## src/rtl/mem_arbiter_if.sv

```systemverilog
// Bundles the fetch (I), memory-access (D) and memory-side signals of the arbiter.
// Latency: none, wires only.
// Backpressure: carried by i_ready/d_ready toward requesters and m_ready from memory.
interface mem_arbiter_if;
    logic        i_start;
    logic        i_ready;
    logic [31:0] i_addr;
    logic [31:0] i_rdata;
    logic        i_valid;

    logic        d_start;
    logic        d_ready;
    logic [31:0] d_addr;
    logic        d_wen;
    logic [31:0] d_wdata;
    logic [31:0] d_rdata;
    logic        d_valid;

    logic        m_start;
    logic        m_ready;
    logic [31:0] m_addr;
    logic        m_wen;
    logic [31:0] m_wdata;
    logic [31:0] m_rdata;
    logic        m_valid;

    // The arbiter drives the memory request and both requester responses.
    modport master (
        input  i_start, i_addr,
        output i_ready, i_rdata, i_valid,
        input  d_start, d_addr, d_wen, d_wdata,
        output d_ready, d_rdata, d_valid,
        output m_start, m_addr, m_wen, m_wdata,
        input  m_ready, m_rdata, m_valid
    );

    // Requesters plus memory as seen from the surrounding pipeline.
    modport slave (
        output i_start, i_addr,
        input  i_ready, i_rdata, i_valid,
        output d_start, d_addr, d_wen, d_wdata,
        input  d_ready, d_rdata, d_valid,
        input  m_start, m_addr, m_wen, m_wdata,
        output m_ready, m_rdata, m_valid
    );
endinterface

```

## src/rtl/mem_arbiter.sv

```systemverilog
// Shares one memory port between fetch (I) and memory-access (D); D has priority, I is forced after STARVE_LIMIT D grants.
// Latency: start captured at one edge, m_start issued the next edge; response routed combinationally.
// Backpressure: a port drops starts while not ready; grants wait for m_ready; one request in flight.
module mem_arbiter #(
    parameter int STARVE_LIMIT = 4
) (
    input  logic          clk,
    input  logic          rst_n,
    mem_arbiter_if.master bus
);

    localparam int SW = (STARVE_LIMIT < 1) ? 1 : $clog2(STARVE_LIMIT + 1);
    localparam logic [SW-1:0] STARVE_MAX = SW'(STARVE_LIMIT);

    typedef enum logic {ST_IDLE, ST_WAIT} state_t;
    typedef enum logic {OWN_I, OWN_D} owner_t;

    state_t        state_q, state_d;
    owner_t        owner_q;
    logic [SW-1:0] starve_q, starve_d;

    logic          i_pend_q;
    logic [31:0]   i_addr_q;
    logic          d_pend_q;
    logic [31:0]   d_addr_q;
    logic          d_wen_q;
    logic [31:0]   d_wdata_q;

    logic          m_start_q;
    logic [31:0]   m_addr_q;
    logic          m_wen_q;
    logic [31:0]   m_wdata_q;

    logic          grant_i;
    logic          grant_d;
    logic          i_rdy;
    logic          d_rdy;
    logic          i_acc;
    logic          d_acc;

    // A port is busy while it holds a pending request or owns the in-flight one.
    assign i_rdy = !i_pend_q && !(state_q == ST_WAIT && owner_q == OWN_I);
    assign d_rdy = !d_pend_q && !(state_q == ST_WAIT && owner_q == OWN_D);
    assign i_acc = bus.i_start && i_rdy;
    assign d_acc = bus.d_start && d_rdy;

    always_comb begin
        state_d = state_q;
        grant_i = 1'b0;
        grant_d = 1'b0;
        if (state_q == ST_IDLE) begin
            if ((i_pend_q || d_pend_q) && bus.m_ready) begin
                if (i_pend_q && (!d_pend_q || starve_q == STARVE_MAX)) begin
                    grant_i = 1'b1;
                end else begin
                    grant_d = 1'b1;
                end
                state_d = ST_WAIT;
            end
        end else begin
            if (bus.m_valid) begin
                state_d = ST_IDLE;
            end
        end
    end

    // Count only D grants that actually bypass a waiting fetch.
    always_comb begin
        starve_d = starve_q;
        if (grant_i || !i_pend_q) begin
            starve_d = '0;
        end else if (grant_d && starve_q != STARVE_MAX) begin
            starve_d = starve_q + 1'b1;
        end
    end

    always_ff @(posedge clk or negedge rst_n) begin
        if (!rst_n) begin
            state_q  <= ST_IDLE;
            owner_q  <= OWN_I;
            starve_q <= '0;
        end else begin
            state_q  <= state_d;
            starve_q <= starve_d;
            if (grant_i) begin
                owner_q <= OWN_I;
            end else if (grant_d) begin
                owner_q <= OWN_D;
            end
        end
    end

    always_ff @(posedge clk or negedge rst_n) begin
        if (!rst_n) begin
            i_pend_q  <= 1'b0;
            i_addr_q  <= '0;
            d_pend_q  <= 1'b0;
            d_addr_q  <= '0;
            d_wen_q   <= 1'b0;
            d_wdata_q <= '0;
        end else begin
            if (i_acc) begin
                i_pend_q <= 1'b1;
                i_addr_q <= bus.i_addr;
            end else if (grant_i) begin
                i_pend_q <= 1'b0;
            end
            if (d_acc) begin
                d_pend_q  <= 1'b1;
                d_addr_q  <= bus.d_addr;
                d_wen_q   <= bus.d_wen;
                d_wdata_q <= bus.d_wdata;
            end else if (grant_d) begin
                d_pend_q <= 1'b0;
            end
        end
    end

    // Request fields stay put from the grant until the next grant.
    always_ff @(posedge clk or negedge rst_n) begin
        if (!rst_n) begin
            m_start_q <= 1'b0;
            m_addr_q  <= '0;
            m_wen_q   <= 1'b0;
            m_wdata_q <= '0;
        end else begin
            m_start_q <= grant_i || grant_d;
            if (grant_i) begin
                m_addr_q  <= i_addr_q;
                m_wen_q   <= 1'b0;
                m_wdata_q <= '0;
            end else if (grant_d) begin
                m_addr_q  <= d_addr_q;
                m_wen_q   <= d_wen_q;
                m_wdata_q <= d_wdata_q;
            end
        end
    end

    assign bus.i_ready = i_rdy;
    assign bus.d_ready = d_rdy;
    assign bus.m_start = m_start_q;
    assign bus.m_addr  = m_addr_q;
    assign bus.m_wen   = m_wen_q;
    assign bus.m_wdata = m_wdata_q;

    // A response in IDLE belongs to nobody and is discarded.
    assign bus.i_valid = bus.m_valid && state_q == ST_WAIT && owner_q == OWN_I;
    assign bus.d_valid = bus.m_valid && state_q == ST_WAIT && owner_q == OWN_D;
    assign bus.i_rdata = bus.m_rdata;
    assign bus.d_rdata = bus.m_rdata;

endmodule

```

## src/flat_wrapper.sv

```systemverilog
// flat-port wrapper written by rule: the top's interface ports become plain ports
module mem_arbiter_flat 
#(
    parameter int STARVE_LIMIT = 4
)
  (clk, rst_n, bus_i_start, bus_i_addr, bus_i_ready, bus_i_rdata, bus_i_valid, bus_d_start, bus_d_addr, bus_d_wen, bus_d_wdata, bus_d_ready, bus_d_rdata, bus_d_valid, bus_m_start, bus_m_addr, bus_m_wen, bus_m_wdata, bus_m_ready, bus_m_rdata, bus_m_valid);
  mem_arbiter_if bus_i ();
  input  logic clk;
  input  logic rst_n;
  input wire logic [$bits(bus_i.i_start)-1:0] bus_i_start;
  input wire logic [$bits(bus_i.i_addr)-1:0] bus_i_addr;
  output wire logic [$bits(bus_i.i_ready)-1:0] bus_i_ready;
  output wire logic [$bits(bus_i.i_rdata)-1:0] bus_i_rdata;
  output wire logic [$bits(bus_i.i_valid)-1:0] bus_i_valid;
  input wire logic [$bits(bus_i.d_start)-1:0] bus_d_start;
  input wire logic [$bits(bus_i.d_addr)-1:0] bus_d_addr;
  input wire logic [$bits(bus_i.d_wen)-1:0] bus_d_wen;
  input wire logic [$bits(bus_i.d_wdata)-1:0] bus_d_wdata;
  output wire logic [$bits(bus_i.d_ready)-1:0] bus_d_ready;
  output wire logic [$bits(bus_i.d_rdata)-1:0] bus_d_rdata;
  output wire logic [$bits(bus_i.d_valid)-1:0] bus_d_valid;
  output wire logic [$bits(bus_i.m_start)-1:0] bus_m_start;
  output wire logic [$bits(bus_i.m_addr)-1:0] bus_m_addr;
  output wire logic [$bits(bus_i.m_wen)-1:0] bus_m_wen;
  output wire logic [$bits(bus_i.m_wdata)-1:0] bus_m_wdata;
  input wire logic [$bits(bus_i.m_ready)-1:0] bus_m_ready;
  input wire logic [$bits(bus_i.m_rdata)-1:0] bus_m_rdata;
  input wire logic [$bits(bus_i.m_valid)-1:0] bus_m_valid;
  assign bus_i.i_start = bus_i_start;
  assign bus_i.i_addr = bus_i_addr;
  assign bus_i_ready = bus_i.i_ready;
  assign bus_i_rdata = bus_i.i_rdata;
  assign bus_i_valid = bus_i.i_valid;
  assign bus_i.d_start = bus_d_start;
  assign bus_i.d_addr = bus_d_addr;
  assign bus_i.d_wen = bus_d_wen;
  assign bus_i.d_wdata = bus_d_wdata;
  assign bus_d_ready = bus_i.d_ready;
  assign bus_d_rdata = bus_i.d_rdata;
  assign bus_d_valid = bus_i.d_valid;
  assign bus_m_start = bus_i.m_start;
  assign bus_m_addr = bus_i.m_addr;
  assign bus_m_wen = bus_i.m_wen;
  assign bus_m_wdata = bus_i.m_wdata;
  assign bus_i.m_ready = bus_m_ready;
  assign bus_i.m_rdata = bus_m_rdata;
  assign bus_i.m_valid = bus_m_valid;
  mem_arbiter #(.STARVE_LIMIT(STARVE_LIMIT)) u_core (.clk(clk), .rst_n(rst_n), .bus(bus_i));
endmodule
```

## config.mk

```make
export PLATFORM = sky130hd
export DESIGN_NAME = mem_arbiter_flat
export DESIGN_NICKNAME = d
export VERILOG_FILES = /design/src/rtl/mem_arbiter_if.sv /design/src/rtl/mem_arbiter.sv /design/src/flat_wrapper.sv
export SDC_FILE = /design/constraint.sdc
export NUM_CORES = 1
export LEC_CHECK = 0
export CORE_MARGIN = 5
export CORE_UTILIZATION = 45
export CTS_BUF_LIST = sky130_fd_sc_hd__clkbuf_2 sky130_fd_sc_hd__clkbuf_4 sky130_fd_sc_hd__clkbuf_8
export CTS_CLUSTER_DIAMETER = 40
export CTS_CLUSTER_SIZE = 28
export DETAILED_ROUTE_END_ITERATION = 7
export HOLD_SLACK_MARGIN = 0.15
export PLACE_DENSITY = 0.81
export SETUP_SLACK_MARGIN = 0.15
export SYNTH_ARGS = -nofsm -noshare
export SYNTH_HDL_FRONTEND = slang
export SYNTH_SLANG_ARGS = --single-unit
```

## constraint.sdc

```tcl
create_clock -name clk -period 1.99 [get_ports clk]
set_input_delay 0.597 -clock clk [delete_from_list [all_inputs] [get_ports clk]]
set_output_delay 0.597 -clock clk [all_outputs]
set_load 0.01 [all_outputs]
```

==> out/metrics.yaml, run 1 <==
outcome:
  status: "completed"
grt:
  grt_pass1_vias: 5190
  grt_max_degree: 73
  use_met1_pct: 23.6
  top_usage_layer: "met2"
  use_met3_pct: 7.59
  grt_overflow: 0
  use_met2_pct: 30.5
  grtUsageTotal_pct: 19.1
  antenna_found_initial: 0
  grt_pass1_wl_um: 27400
setup_path:
  cp_common_cell: "buf_6"
  worstPathRequired_ns: 1.39
  rrSetupSlack_ns: 0.26
  cp_max_fo: 3
  end_kind: "output pin"
  cp_slowest_cell: "dfrtp_1"
  cp_data_arrival_time_ns: 1.37
  crit_family: "flip-flops"
  reg2reg_from: "u_core.i_pend_q"
  crit_buf_inv: 3
  timing_worst_setup_path_type: "reg2out"
  worst_r2r_endpoint: "u_core.bus.m_addr[22]"
  max_stage_delay_ns: 0.44
  start_kind: "flip-flop"
  r2r_cells: 4
  crit_chain: "buf_6, a21oi_2, buf_4, buf_6"
floorplan:
  die_area_um2: 18500
  ioPinCount: 269
  core_area_um2: 15700
  fp.dieH_um: 136
  num_rows: 46
  die_w_um: 136
  start_util_pct: 45.4
synth:
  synth_seq_cells: 170
  netlist-cell-type-count: 31
  ys_warn_count: 0
  syn_nets: 666
  yosys-top-cells-area: "dfrtp_1 (60%), mux2_2 (15%), buf_4 (6.7%)"
  synth_edf_count: 0
  ys.flop_type: "dfrtp_1"
  ys_top_cells_by_count: "dfrtp_1 (170), mux2_2 (95), buf_4 (64)"
  syn-cell-area_um2: 7140
  synth_top_area_share_pct: 59.6
  avgSynthCellArea_um2: 13.5
  async_flop_share_pct: 100
  yosysTopAreaCell: "dfrtp_1"
  synthCells: 529
  synth.most_common_cell: "dfrtp_1"
  synth-seq-area-share_pct: 59.6
cells_and_area:
  nets: 788
  ff_latch_area_um2: 4250
  final_core_util_pct: 58.3
  area_growth_pct: 28.3
  fillers: 1261
  n_antenna_cell: 0
  drive_gt1_share_pct: 25.4
  multi_input_area_um2: 2260
min_path:
  whs_path_depth: 1
  hp-start: "u_core.d_wdata_q[15]"
  hold_path_end: "u_core.bus.m_wdata[15]"
  worstHoldPathType: "reg2reg"
routing:
  vias: 4669
  dr.pass1.iters: 4
  routed_wl_um: 17200
  drc: 0
  vias_per_cell: 5.32
  ant_nets: 0
  dr.first_iter.drc_count: 266
  avgRoutedWirePerCell_um: 19.6
placement:
  io_buffers: 172
  place.gp.congestion: 0.807
  hpwl_um: 12100
  place_ws_ns: -0.400
timing:
  slew_viol_final: 0
  rsz0062_at_grt: "yes"
  setup_viol: 0
  fin_setup_tns_ns: 0
  fmax_ghz: 0.509
  slew-limit-headroom_pct: 68.9
  fin_ws_ns: 0.0262
  tightest_slew_ns: 0.466
  finalClockSkew_ns: 0.00690
  whs_ns: 0.494
  min_period_ns: 1.96
  hold_viol: 0
  finalCritPeriodShare_pct: 98.7
cts:
  cts_buffer_depth: 2
  htreeDepth: 4
  cts_buffers: 17
  cts_root_buf: "clkbuf_8"
  clk_pin_slew_ns: 0.08
  worstSkewPairLatency_ns: 0.44
  cts.sinks: 170
  cts_tree: "done"
pwr:
  power-per-cell-area_nw_per_um2: 1500
  peakVddDrop_mv: 0.831
  leakagePower_nw: 4.15
  power_mw: 13.8
flow_run:
  max_cap_viol_count: 0
[cell usage in the layout, fill, tap and decap left out, types with 2 or more instances in the layout]
cell type and n:
a21boi_0 2, a221o_1 32, a22o_1 33, buf_12 9, buf_4 18, buf_6 7, bufinv_16 2, clkbuf_4 3
clkbuf_8 18, clkdlybuf4s50_1 100, clkinv_2 4, dfrtp_1 170, dlygate4sd2_1 67, ha_1 2, inv_1 5, mux2_1 2
mux2_2 95, nand2_1 33, nand2b_1 2, nor3_1 32, o21ai_0 4
[logic make-up after synthesis]
logic type / Yosys count / synth area share (%)
buffers and inverters: 104 / 9.62
DFF: 170 / 59.6
and+or+nand+nor: 79 / 5.22
AOI/OAI and AO/OA: 77 / 9.90
muxes: 97 / 15.3
adders and majority gates: 2 / 0.351
[routing by layer]
metal | share of wire, % | up-vias
met4 | 2.6 | 0
met1 | 41 | 2363
li1 | - | 2076
met3 | 8.7 | 63
met5 | 0 | -
met2 | 48 | 167
[metrics by stage]
| step | area, µm² | instances |
|---|---|---|
| global placement | 8800 | 844 |
| floorplan | 7140 | 529 |
| CTS | 9140 | 876 |
| global route | 9160 | 877 |
| finish | 9160 | 877 |
| detailed placement | 8800 | 844 |
[worst max path at each step]
| stage | start | end | slack (ns) | cells after the start |
|---|---|---|---|---|
| 3_3_place_gp | bus_m_valid | bus_d_valid | -0.37 | 3 |
| 4_1_cts | u_core.owner_q | bus_d_ready | -0.005 | 4 |
| 2_1_floorplan | bus_m_ready | u_core.bus.m_wdata[14] | 0.33 | 5 |
| 3_5_place_dp | bus_m_valid | bus_d_valid | -0.40 | 3 |
| 5_1_grt | u_core.owner_q | bus_d_ready | -0.04 | 4 |
| 6_report | u_core.owner_q | bus_d_ready | 0.03 | 4 |
[registers in the layout (all words and copies together), names as in the netlist]
name	flops
u_core.bus.m_wen	1
u_core.d_wen_q	1
u_core.bus.m_wdata	32
u_core.i_addr_q	32
u_core.bus.m_start	1
u_core.d_pend_q	1
u_core.state_q	1
u_core.bus.m_addr	32
u_core.starve_q	3
u_core.d_addr_q	32
u_core.i_pend_q	1
u_core.d_wdata_q	32
u_core.owner_q	1
[final cells by class]
class | count | area share (%)
clock buffers | 21 | 2.95
clock inverters | 8 | 1.07
inverters | 5 | 0.205
multi-input cells | 255 | 24.6
flip-flops and latches | 170 | 46.4
well taps | 216 | 2.95
repair buffers | 202 | 21.7
[power breakdown]
| group | total, mW | leakage (nW) | switching [mW] | internal (mW) |
|---|---|---|---|---|
| Sequential | 6.05 | 2.07 | 0.939 | 5.11 |
| Clock | 2.35 | 0.196 | 1.18 | 1.17 |
| Combinational | 5.35 | 1.88 | 2.39 | 2.97 |
| Total | 13.8 | 4.15 | 4.51 | 9.25 |
[timing repair]
| action | in CTS | in global routing |
|---|---|---|
| pin swaps | 3 | 1 |
| hold buffers | 1 | 0 |
| setup buffers | 2 | 1 |
| setup endpoints to repair | 70 | 6 |
| endpoints found under the hold margin | 21 | 0 |
| gates resized for setup | 94 | 3 |
(Power assumes the default switching activity.)
==> run 2, diff against run 1 <==
--- a/config.mk
+++ b/config.mk
@@ -6,13 +6,13 @@
 export NUM_CORES = 1
 export LEC_CHECK = 0
 export CORE_MARGIN = 5
-export CORE_UTILIZATION = 45
+export CORE_UTILIZATION = 41
 export CTS_BUF_LIST = sky130_fd_sc_hd__clkbuf_2 sky130_fd_sc_hd__clkbuf_4 sky130_fd_sc_hd__clkbuf_8
 export CTS_CLUSTER_DIAMETER = 40
 export CTS_CLUSTER_SIZE = 28
 export DETAILED_ROUTE_END_ITERATION = 7
 export HOLD_SLACK_MARGIN = 0.15
-export PLACE_DENSITY = 0.81
+export PLACE_DENSITY = 0.78
 export SETUP_SLACK_MARGIN = 0.15
 export SYNTH_ARGS = -nofsm -noshare
 export SYNTH_HDL_FRONTEND = slang
==> constraint.sdc (replaced) <==
create_clock -name clk -period 1.65 [get_ports clk]
set_input_delay 0.495 -clock clk [delete_from_list [all_inputs] [get_ports clk]]
set_output_delay 0.495 -clock clk [all_outputs]
set_load 0.01 [all_outputs]
==> run 2 against run 1 <==
Net effect:
- count of clock-buffer cells in the layout shrank 2
- critical path depth is the same
- die area grew 9.0%
- via count grew 12%
- clock skew grew 0.0058 ns
- hold slack lost 0.029 ns
- the run now ends with negative setup slack left
- worst setup slack lost 0.28 ns
- total power grew 47%
- utilization grew 3.4 points
- non-clock buffer count grew 92
==> out/metrics.yaml, run 2 (same netlist as run 1, synthesis figures left out) <==
outcome:
  status: "finished, violations left"  # was completed
  violations: "negative setup slack"
setup_path:
  end_kind: "output pin"  # unchanged
  worst_r2r_endpoint: "u_core.bus.m_wdata[11]"  # was u_core.bus.m_addr[22]
  crit_chain: "buf_4, a21oi_2, buf_4, buf_6"  # was buf_6, a21oi_2, buf_4, buf_6
  worstPathRequired_ns: 1.15  # was 1.39 ns
  rrSetupSlack_ns: -0.23  # was 0.26 ns
  cp_common_cell: "buf_4"  # was buf_6
  r2r_cells: 8  # was 4
  cp_slowest_cell: "dfrtp_1"  # unchanged
  cp_data_arrival_time_ns: 1.41  # was 1.37 ns
  timing_worst_setup_path_type: "reg2out"  # unchanged
  max_stage_delay_ns: 0.42  # was 0.44 ns
  start_kind: "flip-flop"  # unchanged
  reg2reg_from: "u_core.state_q"  # was u_core.i_pend_q
  cp_max_fo: 3  # unchanged
cts:
  htreeDepth: 4  # unchanged
  cts_tree: "done"  # unchanged
  clk_pin_slew_ns: 0.09  # was 0.08 ns
  cts_buffer_depth: 2  # unchanged
  cts_buffers: 17  # unchanged
  worstSkewPairLatency_ns: 0.46  # was 0.44 ns
  cts_root_buf: "clkbuf_8"  # unchanged
  cts.sinks: 170  # unchanged
grt:
  grt_max_degree: 43  # was 73
  antenna_found_initial: 0  # unchanged
  grtUsageTotal_pct: 21.8  # was 19.1%
  grt_pass1_vias: 5769  # was 5190
  grt_overflow: 0  # unchanged
  grt_pass1_wl_um: 33400  # was 27400 µm
routing:
  vias: 5251  # was 4669
  dr.pass1.iters: 4  # unchanged
  routed_wl_um: 23000  # was 17200 µm
  drc: 0  # unchanged
  dr.first_iter.drc_count: 233  # was 266
  avgRoutedWirePerCell_um: 23.4  # was 19.6 µm
  ant_nets: 0  # unchanged
  vias_per_cell: 5.35  # was 5.32
floorplan:
  start_util_pct: 41.6  # was 45.4%
  die_w_um: 142  # was 136 µm
  ioPinCount: 269  # unchanged
  core_area_um2: 17200  # was 15700 µm²
  die_area_um2: 20100  # was 18500 µm²
  fp.dieH_um: 142  # was 136 µm
  num_rows: 48  # was 46
timing:
  fmax_ghz: 0.524
  finalClockSkew_ns: 0.0127  # was 0.00690 ns
  hold_viol: 0  # unchanged
  finalCritPeriodShare_pct: 116
  setup_viol: 161  # was 0
  tightest_slew_ns: 0.424  # was 0.466 ns
  fin_setup_tns_ns: -14.72  # was 0 ns
  min_period_ns: 1.91
  rsz0062_at_grt: "yes"  # unchanged
  fin_ws_ns: -0.258  # was 0.0262 ns
  slew-limit-headroom_pct: 71.7  # was 68.9%
  slew_viol_final: 0  # unchanged
placement:
  io_buffers: 172  # unchanged
  placed_area_um2: 8880  # was 8800 µm²
  place.gp.congestion: 0.796  # was 0.807
  place_ws_ns: -0.598  # was -0.400 ns
  hpwl_um: 12500  # was 12100 µm
pwr:
  peakVddDrop_mv: 0.828  # was 0.831 mV
  power-per-cell-area_nw_per_um2: 1910  # was 1500 nW/µm²
  leakagePower_nw: 4.90  # was 4.15 nW
min_path:
  whs_path_depth: 2  # was 1
  worstHoldPathType: "in2reg"  # was reg2reg
  hold_path_end: "u_core.state_q"  # was u_core.bus.m_wdata[15]
  hp-start: "bus_m_valid"  # was u_core.d_wdata_q[15]
cells_and_area:
  finalInstanceArea_um2: 10600  # was 9160 µm²
  nets: 881  # was 788
  drive_gt1_share_pct: 44.3  # was 25.4%
  layout_commonest_cell: "dfrtp_1"  # unchanged
  area_growth_pct: 48.5  # was 28.3%
  n_antenna_cell: 0  # unchanged
  mostFrequentLayoutCells: "dfrtp_1 (169), clkdlybuf4s50_1 (100), mux2_2 (65), buf_4 (60), buf_2 (51)"  # was dfrtp_1 (170), clkdlybuf4s50_1 (100), mux2_2 (95), dlygate4sd2_1 (67)
flow_run:
  max_cap_viol_count: 0  # unchanged
==> run 2: changes by cell type in the layout (fill, tap and decap cells not counted), sizes merged <==
cell         previous run  this run
clkbuf                 21        25
nand2                  34        35
inv                     6         9
bufbuf                  0         1
clkinv                  5         6
bufinv                  2         3
dlygate4sd2            67         1
buf                    34       185
==> run 2: repair_timing <==
item | in CTS | in global routing
endpoints found under the hold margin | 28 | 0
setup endpoints to repair | 169 | 239
gates resized for setup | 374 | 19
hold buffers | 1 | 0
setup buffers | 44 | 20
gates cloned | 18 | 9
pin swaps | 11 | 2
==> run 2: per-layer routing <==
metal | GRT usage [%] | wire (µm) | vias to the layer above
met4 | 8.74 | 733 | 0
met3 | 5.24 | 1440 | 71
met2 | 36.8 | 11800 | 209
met5 | 0 | 0 | -
li1 | - | - | 2273
met1 | 27.1 | 9000 | 2698
==> run 2: how the worst max path moves through the flow <==
stage	depth (start not counted)	end	start	slack, ns
after floorplan	5	u_core.d_addr_q[23]	u_core.owner_q	0.12
after global placement	3	bus_d_valid	bus_m_valid	-0.59
after detailed placement	3	bus_d_valid	bus_m_valid	-0.60
after CTS	4	bus_i_valid	u_core.owner_q	-0.28
after global routing	4	bus_d_ready	u_core.owner_q	-0.32
final	4	bus_d_ready	u_core.owner_q	-0.26
==> run 2: power by group <==
| part | internal, mW | switching (mW) |
|---|---|---|
| logic | 5.82 | 3.90 |
| registers | 6.17 | 1.23 |
| clock network | 1.57 | 1.58 |
==> run 2: stage by stage <==
step           util [%]  hold WS [ns]  cells  total power, mW
2_1_floorplan         -         0.199    529             11.2
3_3_place_gp       51.7         0.411    858             14.0
3_5_place_dp       51.7         0.418    858             14.4
4_1_cts            59.2         0.409    953             19.3
5_1_grt            61.7         0.446    982             21.3
6_report           61.7         0.465    982             20.3
==> run 2: cell type report <==
class	count	area [µm²]
Clock buffer	19	255
Clock inverter	13	165
Fill cell	1294	6580
Inverter	5	18.8
Multi-Input combinational cell	256	2420
Sequential cell	170	4260
Tap cell	225	282
Timing Repair Buffer	294	3200
==> run 2: critical path: cells and delay by family, from the launching register on <==
kind	cells	cell delay, ns
buffers and inverters	3	0.41
DFF	1	0.42
AOI/OAI and AO/OA	1	0.13
